`src/rtl/mont_pkg.sv`:
```
// Shared definitions for the Montgomery result collector: FSM states, default
// widths and the word-count derivation.
package mont_pkg;

  typedef enum logic [1:0] {
    ST_IDLE    = 2'd0,
    ST_COLLECT = 2'd1,
    ST_SUB     = 2'd2,
    ST_OUT     = 2'd3
  } state_e;

  localparam int DW_DEF = 12;
  localparam int W_DEF  = 6;

  // ceil((dw+1)/w): one spare bit so the redundant 2M-1 range fits
  function automatic int calc_nw(input int dw, input int w);
    return (dw + w) / w;
  endfunction

  localparam int NW_DEF = calc_nw(DW_DEF, W_DEF);

endpackage

```
`src/rtl/mont_word_sub.sv`:
```
// One word of the borrow-chain subtract: {bout, d} = a - b - bin on w+1 bits.
module mont_word_sub #(
  parameter int w = 6
) (
  input  logic [w-1:0] a,
  input  logic [w-1:0] b,
  input  logic         bin,
  output logic [w-1:0] d,
  output logic         bout
);

  logic [w:0] full;

  assign full = {1'b0, a} - {1'b0, b} - {{w{1'b0}}, bin};
  assign d    = full[w-1:0];
  assign bout = full[w];

endmodule

```
`src/rtl/mont_result_collector.sv`:
```
// Collects the word-serial Montgomery result S and optionally applies the
// final S >= M ? S-M : S reduction. Feature macro: MONT_FINAL_SUB_EN.
module mont_result_collector
  import mont_pkg::*;
#(
  parameter int dw = DW_DEF,
  parameter int w  = W_DEF,
  parameter int nw = NW_DEF
) (
  input  logic          clk,
  input  logic          rst,
  input  logic [dw-1:0] m_in,
  input  logic          s_valid,
  input  logic [w-1:0]  s_word,
  output logic          s_ready,
  output logic          res_valid,
  input  logic          res_ready,
  output logic [dw-1:0] res,
  output logic          res_sub
);

  localparam int SW = nw * w;
  localparam int CW = (nw > 1) ? $clog2(nw) : 1;
  localparam logic [CW-1:0] LAST = CW'(nw - 1);

  state_e          state_q, state_d;
  logic [CW-1:0]   cnt_q, cnt_d;
  logic [SW-1:0]   s_q, s_d;
  logic [dw-1:0]   res_q, res_d;
  logic            res_sub_q, res_sub_d;
  logic            res_valid_q, res_valid_d;

  logic [SW-1:0]   m_ext;
  logic [w-1:0]    sub_a, sub_b, sub_d;
  logic            sub_bin, sub_bout;

  assign m_ext = {{(SW - dw){1'b0}}, m_in};
  assign sub_a = s_q[cnt_q * w +: w];
  assign sub_b = m_ext[cnt_q * w +: w];

  // Single subtractor, stepped across the words by cnt_q during SUB
  mont_word_sub #(.w(w)) u_word_sub (
    .a    (sub_a),
    .b    (sub_b),
    .bin  (sub_bin),
    .d    (sub_d),
    .bout (sub_bout)
  );

`ifdef MONT_FINAL_SUB_EN
  logic [SW-1:0] diff_q, diff_d;
  logic          borrow_q, borrow_d;

  assign sub_bin = borrow_q;
`else
  logic unused_sub;

  assign sub_bin    = 1'b0;
  assign unused_sub = ^{sub_d, sub_bout};
`endif

  always_comb begin
    state_d     = state_q;
    cnt_d       = cnt_q;
    s_d         = s_q;
    res_d       = res_q;
    res_sub_d   = res_sub_q;
    res_valid_d = res_valid_q;
`ifdef MONT_FINAL_SUB_EN
    diff_d      = diff_q;
    borrow_d    = borrow_q;
`endif
    case (state_q)
      ST_IDLE, ST_COLLECT: begin
        if (s_valid) begin
          s_d[cnt_q * w +: w] = s_word;
          if (cnt_q == LAST) begin
            cnt_d = '0;
`ifdef MONT_FINAL_SUB_EN
            state_d  = ST_SUB;
            borrow_d = 1'b0;
`else
            state_d     = ST_OUT;
            res_d       = s_d[dw-1:0];
            res_sub_d   = 1'b0;
            res_valid_d = 1'b1;
`endif
          end else begin
            cnt_d   = cnt_q + 1'b1;
            state_d = ST_COLLECT;
          end
        end
      end
`ifdef MONT_FINAL_SUB_EN
      ST_SUB: begin
        diff_d[cnt_q * w +: w] = sub_d;
        borrow_d               = sub_bout;
        if (cnt_q == LAST) begin
          cnt_d       = '0;
          state_d     = ST_OUT;
          res_valid_d = 1'b1;
          // No final borrow means S >= M, so the difference is the result
          if (!sub_bout) begin
            res_d     = diff_d[dw-1:0];
            res_sub_d = 1'b1;
          end else begin
            res_d     = s_q[dw-1:0];
            res_sub_d = 1'b0;
          end
        end else begin
          cnt_d = cnt_q + 1'b1;
        end
      end
`endif
      ST_OUT: begin
        if (res_ready) begin
          res_valid_d = 1'b0;
          state_d     = ST_IDLE;
        end
      end
      default: state_d = ST_IDLE;
    endcase
  end

  always_ff @(posedge clk or posedge rst) begin
    if (rst) begin
      state_q     <= ST_IDLE;
      cnt_q       <= '0;
      s_q         <= '0;
      res_q       <= '0;
      res_sub_q   <= 1'b0;
      res_valid_q <= 1'b0;
`ifdef MONT_FINAL_SUB_EN
      diff_q      <= '0;
      borrow_q    <= 1'b0;
`endif
    end else begin
      state_q     <= state_d;
      cnt_q       <= cnt_d;
      s_q         <= s_d;
      res_q       <= res_d;
      res_sub_q   <= res_sub_d;
      res_valid_q <= res_valid_d;
`ifdef MONT_FINAL_SUB_EN
      diff_q      <= diff_d;
      borrow_q    <= borrow_d;
`endif
    end
  end

  assign s_ready   = (state_q == ST_IDLE) || (state_q == ST_COLLECT);
  assign res_valid = res_valid_q;
  assign res       = res_q;
  assign res_sub   = res_sub_q;

endmodule
```
`config.mk`:
```
export PLATFORM = sky130hd
export DESIGN_NAME = mont_result_collector
export DESIGN_NICKNAME = d
export VERILOG_FILES = /design/src/rtl/mont_pkg.sv /design/src/rtl/mont_word_sub.sv /design/src/rtl/mont_result_collector.sv
export SDC_FILE = /design/constraint.sdc
export NUM_CORES = 1
export LEC_CHECK = 0
export ABC_AREA = 1
export BUFFER_PORTS_ARGS = -buffer_cell sky130_fd_sc_hd__buf_2
export CORE_ASPECT_RATIO = 1.75
export CORE_MARGIN = 3
export CORE_UTILIZATION = 24
export DETAILED_ROUTE_END_ITERATION = 16
export PLACE_DENSITY_LB_ADDON = 0.25
export SYNTH_ARGS = -nofsm -noshare
export SYNTH_HDL_FRONTEND = slang
export SYNTH_SLANG_ARGS = --single-unit
```
`constraint.sdc`:
```
create_clock -name clk -period 2.1 [get_ports clk]
set_clock_uncertainty 0.05 [all_clocks]
set_input_delay 0.105 -clock clk [delete_from_list [all_inputs] [get_ports clk]]
set_output_delay 0.105 -clock clk [all_outputs]
set_load 0.01 [all_outputs]
```
==> flow_metrics.tcl, run 1 <==
set metrics [dict create \
    status "finished, final reports clean" \
    path_clk_slew_ns 0.05 \
    ant_nets 0 \
    io_buffers 23 \
    max_stage_delay_ns 0.38 \
    vdd_drop_max_uv 655 \
    finalNonFillerCells 340 \
    power_frac_comb_pct 47.4 \
    root_buffer "clkbuf_16" \
    clock_latency_ns 0.27 \
    n_antenna_cell 0 \
    die_w_um 68.2 \
    hold_start "res_ready" \
    path_cells "inv_2 -> ha_1 -> inv_2 -> nand2_2 -> nand2_1 -> nor2_4 -> nand3b_1 -> nand2_1 -> nand2_1 -> nand2_1" \
    grt_pass1_wl_mm 6.84 \
    grt_overflow 0 \
    maxCapViolations 0 \
    drive_gt1_share_pct 17.8 \
    hold_path_depth 2 \
    place_ws_ns 0.290 \
    crit_path_end_kind "flop" \
    p_leak_nw 1.13 \
    wl_met3_um 115 \
    syn_to_final_growth_pct 21.8 \
    drt_iter0_drc 92 \
    top_layer "met4" \
    crit_arrival_ns 1.96 \
    first_global_vias 1458 \
    setup_ws_ns 0.306 \
    met2_length_mm 2.08 \
    fin_tns_setup_ns 0 \
    p_total_mw 3.04 \
    grt_usage_pct 11.8 \
    critPathTopFamily "simple AND/OR/NAND/NOR gates" \
    reg2reg_from "cnt_q[0]" \
    p_sw_mw 1.33 \
    cts.sinks 29 \
    synth_area_per_cell_um2 7.06 \
    grt_start_max_net_pins 30 \
    r2r-end "res[11]" \
    wl_met1_mm 1.69 \
    ys_seq_elements 29 \
    routed_wl_mm 4.03 \
    core_area_um2 6540 \
    cp.buffers_inverters 2 \
    cts_max_path_buffers 2 \
    hold_viol_final 0 \
    rows 39 \
    syn_inst 230 \
    finalWeightedCongestion 0.849 \
    die_y_um 115 \
    synth-seq-area-share_pct 44.7 \
    setup_violations 0 \
    r2r_slack_ns 0.31 \
    dieArea_um2 7820 \
    whs_ns 0.00331 \
    wl_per_cell_um 11.9 \
    htreeDepth 2 \
    nNetsFinal 286 \
    cp_common_cell "nand2_1" \
    placed_cells 332 \
    synth_cell_types 20 \
    numCtsBuffers 5 \
    slew_viol_final 0 \
    fmax_ghz 0.557 \
    ys.warnings.count 0 \
    r2r_cells 10 \
    holdPathEnd "state_q[1]" \
    drc_errors 0 \
    vias 1445 \
    vias_per_cell 4.25 \
    synth_top_area_cell "dfrtp_1" \
    worstSetupStartpointType "flop" \
    dpl.hpwl_mm 3.06 \
    start_util_pct 24.8 \
    rsz0062_at_grt "false" \
    synthesis.area_um2 1620 \
    clkPwrFrac_pct 22.8 \
    drt_first_pass_iters 4 \
    place_area_um2 1820 \
    syn-num-nets 258 \
    cts_tree "done" \
    utilization_pct 30.2 \
    power_density_nw_per_um2 1540 \
    power_frac_seq_pct 29.8 \
    worstPathMaxFanout 12 \
    final.min_clock_period_ns 1.79 \
    worst-path-stages 10 \
    fin_area_um2 1980 \
    synth_top_cells_by_area "dfrtp_1, nand2_1, ha_1, nand3_1, buf_4" \
    p_sw_share_pct 43.6 \
    period_share_pct 85.5 \
    crit_required_ns 2.26 \
    antenna_found_initial 0 \
    netlist.area_leader.share_pct 44.7 \
    critPathSlowestCell "dfrtp_1" \
    ios 37 \
    worstHoldPathType "primary input to flop" \
    p_int_mw 1.72 \
    path_class "flop to flop" \
]
-- timing repair --
item / CTS / global route
hold endpoints to repair: 29 / 0
gates resized for setup: 0 / 0
hold buffers: 1 / 0
buffers inserted: 0 / 0
-- flip-flops by register name, summed over array words and instances (netlist names) --
signal     cells
cnt_q          2
res_valid      1
res           12
s_q           12
state_q        2
-- synthesized netlist by cell type --
cell / count
ha_1: 6
nand4_1: 1
a31oi_1: 2
nand3b_1: 1
inv_1: 9
nor2_1: 5
o21ai_1: 1
nand2_1: 135
nand2_2: 4
o22ai_1: 2
buf_2: 1
dfrtp_1: 29
inv_2: 7
conb_1: 1
nor3_4: 1
nand3_1: 15
buf_4: 5
o21ai_0: 3
clkbuf_1: 1
nor2_4: 1
-- worst max path at each step --
stage                          to  slack (ns)  startpoint
final                     res[11]        0.31    cnt_q[0]
after global routing       res[6]        0.09    cnt_q[0]
after CTS                  res[8]        0.28    cnt_q[0]
after detailed placement   res[8]        0.29    cnt_q[0]
after global placement     res[8]        0.29    cnt_q[0]
after floorplan            s_q[0]        0.50    cnt_q[0]
-- power by group through the flow --
stage	Clock (mW)	Combinational (mW)	Sequential, mW
after floorplan	0	1.02	0.958
after global placement	0	1.45	0.914
after detailed placement	0	1.46	0.919
after CTS	0.714	1.46	0.912
after global routing	0.739	1.66	0.942
final	0.695	1.44	0.907
-- final cells by class --
class	instances	area [um2]
clock buffer	7	143
inverter	16	60.1
multi-input combinational	178	791
tap	82	103
sequential	29	726
timing repair buffer	28	155
fill	753	4560
-- logic make-up after synthesis --
group                    count (synthesis)  synth area share (%)
AND/OR/NAND/NOR                        163                  41.1
flip-flops                              29                  44.7
buffers and inverters                   23                  6.55
adder cells (fa/ha/maj)                  6                  4.63
AO/OA/AOI/OAI                            8                  2.77
other                                    1                 0.231
-- placed cells by master, fill, tap and decap left out --
cell / count
nand3_1: 15
o22ai_1: 2
nand2_1: 135
nand2_2: 4
nor2_4: 1
clkbuf_8: 1
o21ai_0: 3
dfrtp_1: 29
dlygate4sd3_1: 1
nor2_1: 5
inv_1: 9
clkbuf_16: 5
nand3b_1: 1
buf_4: 4
nor3_4: 1
o21ai_1: 1
inv_2: 7
ha_1: 6
clkbuf_1: 1
a31oi_1: 2
nand4_1: 1
buf_2: 23
conb_1: 1
-- metal layers --
metal  GRT usage [%]  up-vias
met5               0        -
li1                -      762
met1            13.5      652
met2            19.7       22
met4            7.57        0
met3            2.05        9
Note: power is estimated with default switching activity, not from simulation.
==> run 2, diff against run 1 <==
--- a/config.mk
+++ b/config.mk
@@ -5,12 +5,12 @@
 export SDC_FILE = /design/constraint.sdc
 export NUM_CORES = 1
 export LEC_CHECK = 0
-export ABC_AREA = 1
 export BUFFER_PORTS_ARGS = -buffer_cell sky130_fd_sc_hd__buf_2
 export CORE_ASPECT_RATIO = 1.75
 export CORE_MARGIN = 3
 export CORE_UTILIZATION = 24
 export DETAILED_ROUTE_END_ITERATION = 16
+export GPL_TIMING_DRIVEN = 1
 export PLACE_DENSITY_LB_ADDON = 0.25
 export SYNTH_ARGS = -nofsm -noshare
 export SYNTH_HDL_FRONTEND = slang
==> run 2 against run 1 <==
Synthesized area is 12% lower. Die area down 11%. Utilization grew 0.74 points. Clock power fell by 27%. Register-to-register slack got worse by 0.07 ns. Worst setup slack worse by 0.067 ns. Critical endpoint is now res[5]. Sequential cell count unchanged. First-iteration DRC count is 27% lower. Count of clock-buffer cells in the layout unchanged. Power decreased by 17%. Largest cell class is now sequential cells. Sequential share of layout area up 4.6 points.
==> flow_metrics.tcl, run 2 <==
set metrics [dict create \
    status "finished, final reports clean" \
    cts_tree "done" \
    r2r_cells 6 \
    crit_required_ns 2.25 \
    vdd_drop_max_uv 330 \
    r2r_slack_ns 0.24 \
    dieArea_um2 6970 \
    synth-seq-area-share_pct 50.6 \
    most-common-layout-cells "dfrtp_1, buf_2, nand2_1" \
    wl_met3_um 122 \
    rsz0062_at_grt "false" \
    power_density_nw_per_um2 1440 \
    dpl.hpwl_mm 2.36 \
    worstHoldPathType "primary input to flop" \
    wl_met1_mm 1.26 \
    die_y_um 108 \
    fin_tns_setup_ns 0 \
    syn_inst 147 \
    grt_overflow 0 \
    grt_pass1_wl_mm 5.28 \
    crit_arrival_ns 2.01 \
    synthTopCellsByCount "dfrtp_1, nand2_1, nor2_1" \
    period_share_pct 88.6 \
    worstSetupStartpointType "flop" \
    synthesis.area_um2 1430 \
    drt_iter0_drc 67 \
    netlist.area_leader.share_pct 50.6 \
    synth-edff-count 0 \
    yosysMostFrequentCell "dfrtp_1" \
    core_area_um2 5680 \
    antenna_found_initial 0 \
    reg2reg_from "cnt_q[1]" \
    cp-endpoint "res[5]" \
    vias 1125 \
    crit_path_start "cnt_q[1]" \
    drive_gt1_share_pct 22.9 \
    clock_latency_ns 0.28 \
    wl_per_cell_um 12.5 \
    die_w_um 64.4 \
    setup_violations 0 \
    fmax_ghz 0.537 \
    final.min_clock_period_ns 1.86 \
    n_antenna_cell 0 \
    root_buffer "clkbuf_8" \
    yosys_most_used_dff "dfrtp_1" \
    hold_viol_final 0 \
    rows 36 \
    r2r-end "res[5]" \
    path_class "flop to flop" \
    start_util_pct 25.3 \
    worstPathMaxFanout 10 \
    ys_async_sr_fraction_pct 100 \
    grt_usage_pct 10.0 \
    met2_length_mm 1.71 \
    htreeDepth 2 \
    cts.sinks 29 \
    slew_viol_final 0 \
    cts_setup_buffers 0 \
    drt_first_pass_iters 4 \
    io_buffers 23 \
    finalWeightedCongestion 0.682 \
    ant_nets 0 \
    vias_per_cell 4.41 \
    p_leak_nw 0.779 \
    cts_max_path_buffers 2 \
    p_total_mw 2.54 \
    ys_seq_elements 29 \
    maxCapViolations 0 \
    synth_top_area_cell "dfrtp_1" \
    crit_path_end_kind "flop" \
    first_global_vias 1082 \
    synth_top_cells_by_area "dfrtp_1, nand2_1, ha_1, o21ai_0, nor2_1" \
    nNetsFinal 206 \
    syn_to_final_growth_pct 22.6 \
    synth_area_per_cell_um2 9.75 \
    ys.warnings.count 0 \
    routed_wl_mm 3.18 \
    numCtsBuffers 5 \
    top_layer "met4" \
    synth_cell_types 28 \
    drc_errors 0 \
    syn-num-nets 175 \
    ios 37 \
    path_clk_slew_ns 0.06 \
    final_common_cell "dfrtp_1" \
    grt_start_max_net_pins 30 \
]
## run 2: cell count changes after synthesis, moves of 7 or more
cell,previous run,this run
inv_2,7,0
nand2_1,135,22
nand2b_1,0,8
nand3_1,15,4
nor2_1,5,18
o21ai_0,3,14
## run 2: cell type report
cell class	instances	area, um2
Tap cell	76	95.1
Fill cell	621	3920
Timing Repair Buffer	31	180
Clock inverter	1	5.00
Multi-Input combinational cell	106	637
Inverter	5	18.8
Clock buffer	7	96.3
Sequential cell	29	726
## run 2: how the worst min path moves through the flow
stage | from | endpoint | slack, ns | cells past startpoint
after CTS | s_word[3] | s_q[3] | 0.1 | 2
after global placement | rst | res[4] | 0.15 | 3
final | s_word[3] | s_q[3] | 0.10 | 2
after detailed placement | rst | s_q[9] | 0.15 | 3
after global routing | s_word[3] | s_q[3] | 0.1 | 2
after floorplan | rst | cnt_q[0] | 0.13 | 1
## run 2: worst max-delay path: stages (launching register included)
cell and delay (ns):
dfrtp_1 0.40, inv_1 0.14, ha_1 0.32, nor2_1 0.11, and4_1 0.44, a22oi_2 0.16
a31oi_1 0.17
## run 2: cell families (layout without fill, tap and decap cells)
| kind of cell | count (synthesis) | count (layout) | synth area share (%) |
|---|---|---|---|
| mux | 1 | 1 | 0.698 |
| simple gates | 61 | 61 | 20.2 |
| flops | 29 | 29 | 50.6 |
| other cells | 1 | 1 | 0.262 |
| compound gates | 36 | 36 | 17.5 |
| buf+inv | 12 | 44 | 4.97 |
| xor+xnor | 1 | 1 | 0.611 |
| fa+ha+maj | 6 | 6 | 5.24 |
## run 2: per-stage QoR
stage / hold slack, ns / std cells / setup slack [ns] / cell area [um2] / utilization (%)
4_1_cts: 0.0965 / 255 / 0.228 / 1760 / 31.0
6_report: 0.102 / 255 / 0.239 / 1760 / 31.0
3_3_place_gp: 0.154 / 245 / 0.242 / 1640 / 28.8
5_1_grt: 0.0991 / 255 / 0.0675 / 1760 / 31.0
3_5_place_dp: 0.151 / 245 / 0.242 / 1640 / 28.8
2_1_floorplan: 0.133 / 147 / 0.371 / 1430 / -
## run 2: per-layer routing
metal	vias to the layer above	global-route usage (%)
met5	-	0
met4	0	5.45
met3	7	2.49
met2	26	18.2
met1	519	10.3
li1	573	-
## run 2: power breakdown
group	leakage (nW)	switching (mW)	internal [mW]
Sequential	0.367	0.131	0.815
Combinational	0.358	0.609	0.478
Clock	0.0542	0.210	0.296
## run 2: what timing repair did
item                       CTS  global route
setup endpoints to repair    0             0
resized for setup            0             0
hold endpoints to repair    31             0
hold buffers                 2             0
==> run 3, diff against run 2 <==
--- a/config.mk
+++ b/config.mk
@@ -10,7 +10,7 @@
 export CORE_MARGIN = 3
 export CORE_UTILIZATION = 24
 export DETAILED_ROUTE_END_ITERATION = 16
-export GPL_TIMING_DRIVEN = 1
+export GPL_TIMING_DRIVEN = 0
 export PLACE_DENSITY_LB_ADDON = 0.25
 export SYNTH_ARGS = -nofsm -noshare
 export SYNTH_HDL_FRONTEND = slang
==> run 3 against run 2 <==
Combinational power about the same. Power decreased by 1.6%. Sequential cell count unchanged. Register-to-register slack got worse by 0.09 ns. Via count increased by 3.0%. Critical path depth increased by 1. Sequential power increased by 1%. Count of clock-buffer cells in the layout unchanged. Sequential share of layout area increased by 0.40 points. Worst hold slack got worse by 0.042 ns. Final area decreased by 0.78%. Worst setup slack got worse by 0.094 ns. Critical endpoint is now res[6].
==> flow_metrics.tcl, run 3 (synthesized netlist as in run 2, its figures left out) <==
set metrics [dict create \
    cts_setup_buffers 0 \
    ios 37 \
    status "finished, final reports clean" \
    cts_tree "done" \
    drt_iter0_drc 70 \
    vdd_drop_max_uv 277 \
    crit_arrival_ns 2.06 \
    dpl.hpwl_mm 2.47 \
    crit_path_end_kind "flop" \
    n_fill_cell 644 \
    vias_per_cell 4.56 \
    antenna_found_initial 0 \
    grt_start_max_net_pins 30 \
    grt_pass1_wl_mm 5.53 \
    drive_gt1_share_pct 23.6 \
    setup_ws_ns 0.145 \
    power_density_nw_per_um2 1430 \
    rows 36 \
    vias 1159 \
    fmax_ghz 0.511 \
    final.min_clock_period_ns 1.96 \
    cts.sinks 29 \
    most-common-layout-cells "dfrtp_1, buf_2, nand2_1" \
    start_util_pct 25.3 \
    grt_overflow 0 \
    drt_first_pass_iters 4 \
    final_common_cell "dfrtp_1" \
    path_clk_slew_ns 0.06 \
    worstHoldPathType "primary input to asynchronous set/reset pin" \
    r2r_cells 7 \
    worstSetupStartpointType "flop" \
    slew_viol_final 0 \
    path_class "flop to flop" \
    grt_usage_pct 10.5 \
    fin_tns_setup_ns 0 \
    crit_required_ns 2.20 \
    routed_wl_mm 3.25 \
    io_buffers 23 \
    hold_viol_final 0 \
    n_antenna_cell 0 \
    drc_errors 0 \
    r2r_slack_ns 0.14 \
    place_ws_ns 0.131 \
    rsz0062_at_grt "false" \
    core_area_um2 5680 \
    r2r-end "res[6]" \
    die_y_um 108 \
    period_share_pct 93.1 \
    wl_per_cell_um 12.8 \
    ant_nets 0 \
    cts_max_path_buffers 2 \
    syn_to_final_growth_pct 21.6 \
    dieArea_um2 6970 \
    finalWeightedCongestion 0.707 \
    p_leak_nw 0.770 \
    die_w_um 64.4 \
    reg2reg_from "cnt_q[0]" \
    numCtsBuffers 5 \
    root_buffer "clkbuf_8" \
    clock_latency_ns 0.28 \
    setup_violations 0 \
    worstPathMaxFanout 10 \
    maxCapViolations 0 \
    slew_headroom_pct 25.2 \
    htreeDepth 2 \
    tightestPinTransition_ns 1.12 \
    nNetsFinal 206 \
    first_global_vias 1177 \
]
## run 3: worst max-delay path by stage
stage          slack, ns     start  depth (start not counted)  endpoint
2_1_floorplan       0.37  cnt_q[0]                          7    res[6]
3_3_place_gp        0.11  cnt_q[0]                          7    res[6]
3_5_place_dp        0.13  cnt_q[0]                          7    s_q[6]
4_1_cts             0.12  cnt_q[0]                          7    s_q[7]
5_1_grt             0.02  cnt_q[0]                          7    res[6]
6_report            0.14  cnt_q[0]                          7    res[6]
## run 3: routing by layer
layer / track usage, % / up-vias / part of all wire (%)
li1: - / 576 / -
met1: 10.4 / 550 / 38
met2: 19.3 / 29 / 55
met3: 3.01 / 4 / 5.1
met4: 5.90 / 0 / 1.8
met5: 0 / - / 0
## run 3: what timing repair did
action                     CTS  global route
hold buffers                 1             0
setup endpoints to repair    0             4
gates resized for setup      0             3
hold endpoints to repair     2             0
## run 3: worst max-delay path: stages, from the launching register on
cell and delay, ns:
dfrtp_2 0.44, inv_1 0.17, ha_2 0.31, buf_6 0.14, nor3b_2 0.16, a32o_1 0.21, o21ai_0 0.24, a31oi_1 0.12
## run 3: where the power goes
part / switching, mW / total, mW / internal (mW) / leakage (nW)
registers: 0.143 / 0.960 / 0.817 / 0.366
logic: 0.600 / 1.08 / 0.482 / 0.360
clock network: 0.195 / 0.454 / 0.259 / 0.0443
total: 0.938 / 2.50 / 1.56 / 0.770
## run 3: through the flow
stage	power, mW	cells	area [um2]	hold slack, ns	util (%)
3_3_place_gp	2.06	246	1640	0.260	29.0
6_report	2.50	254	1740	0.0602	30.7
4_1_cts	2.54	254	1740	0.0883	30.7
3_5_place_dp	2.07	246	1640	0.274	29.0
5_1_grt	2.74	254	1740	0.0876	30.7
2_1_floorplan	1.73	147	1430	0.133	-
## run 3: area by class of cell
cell class              count  area (um2)  area share, %
multi-input cells         106         639           36.7
flip-flops and latches     29         727           41.7
well taps                  76        95.1           5.45
clock buffers               7        86.3           4.95
plain buffers               7        52.6           3.01
repair buffers             24         125           7.17
inverters                   5        18.8           1.08
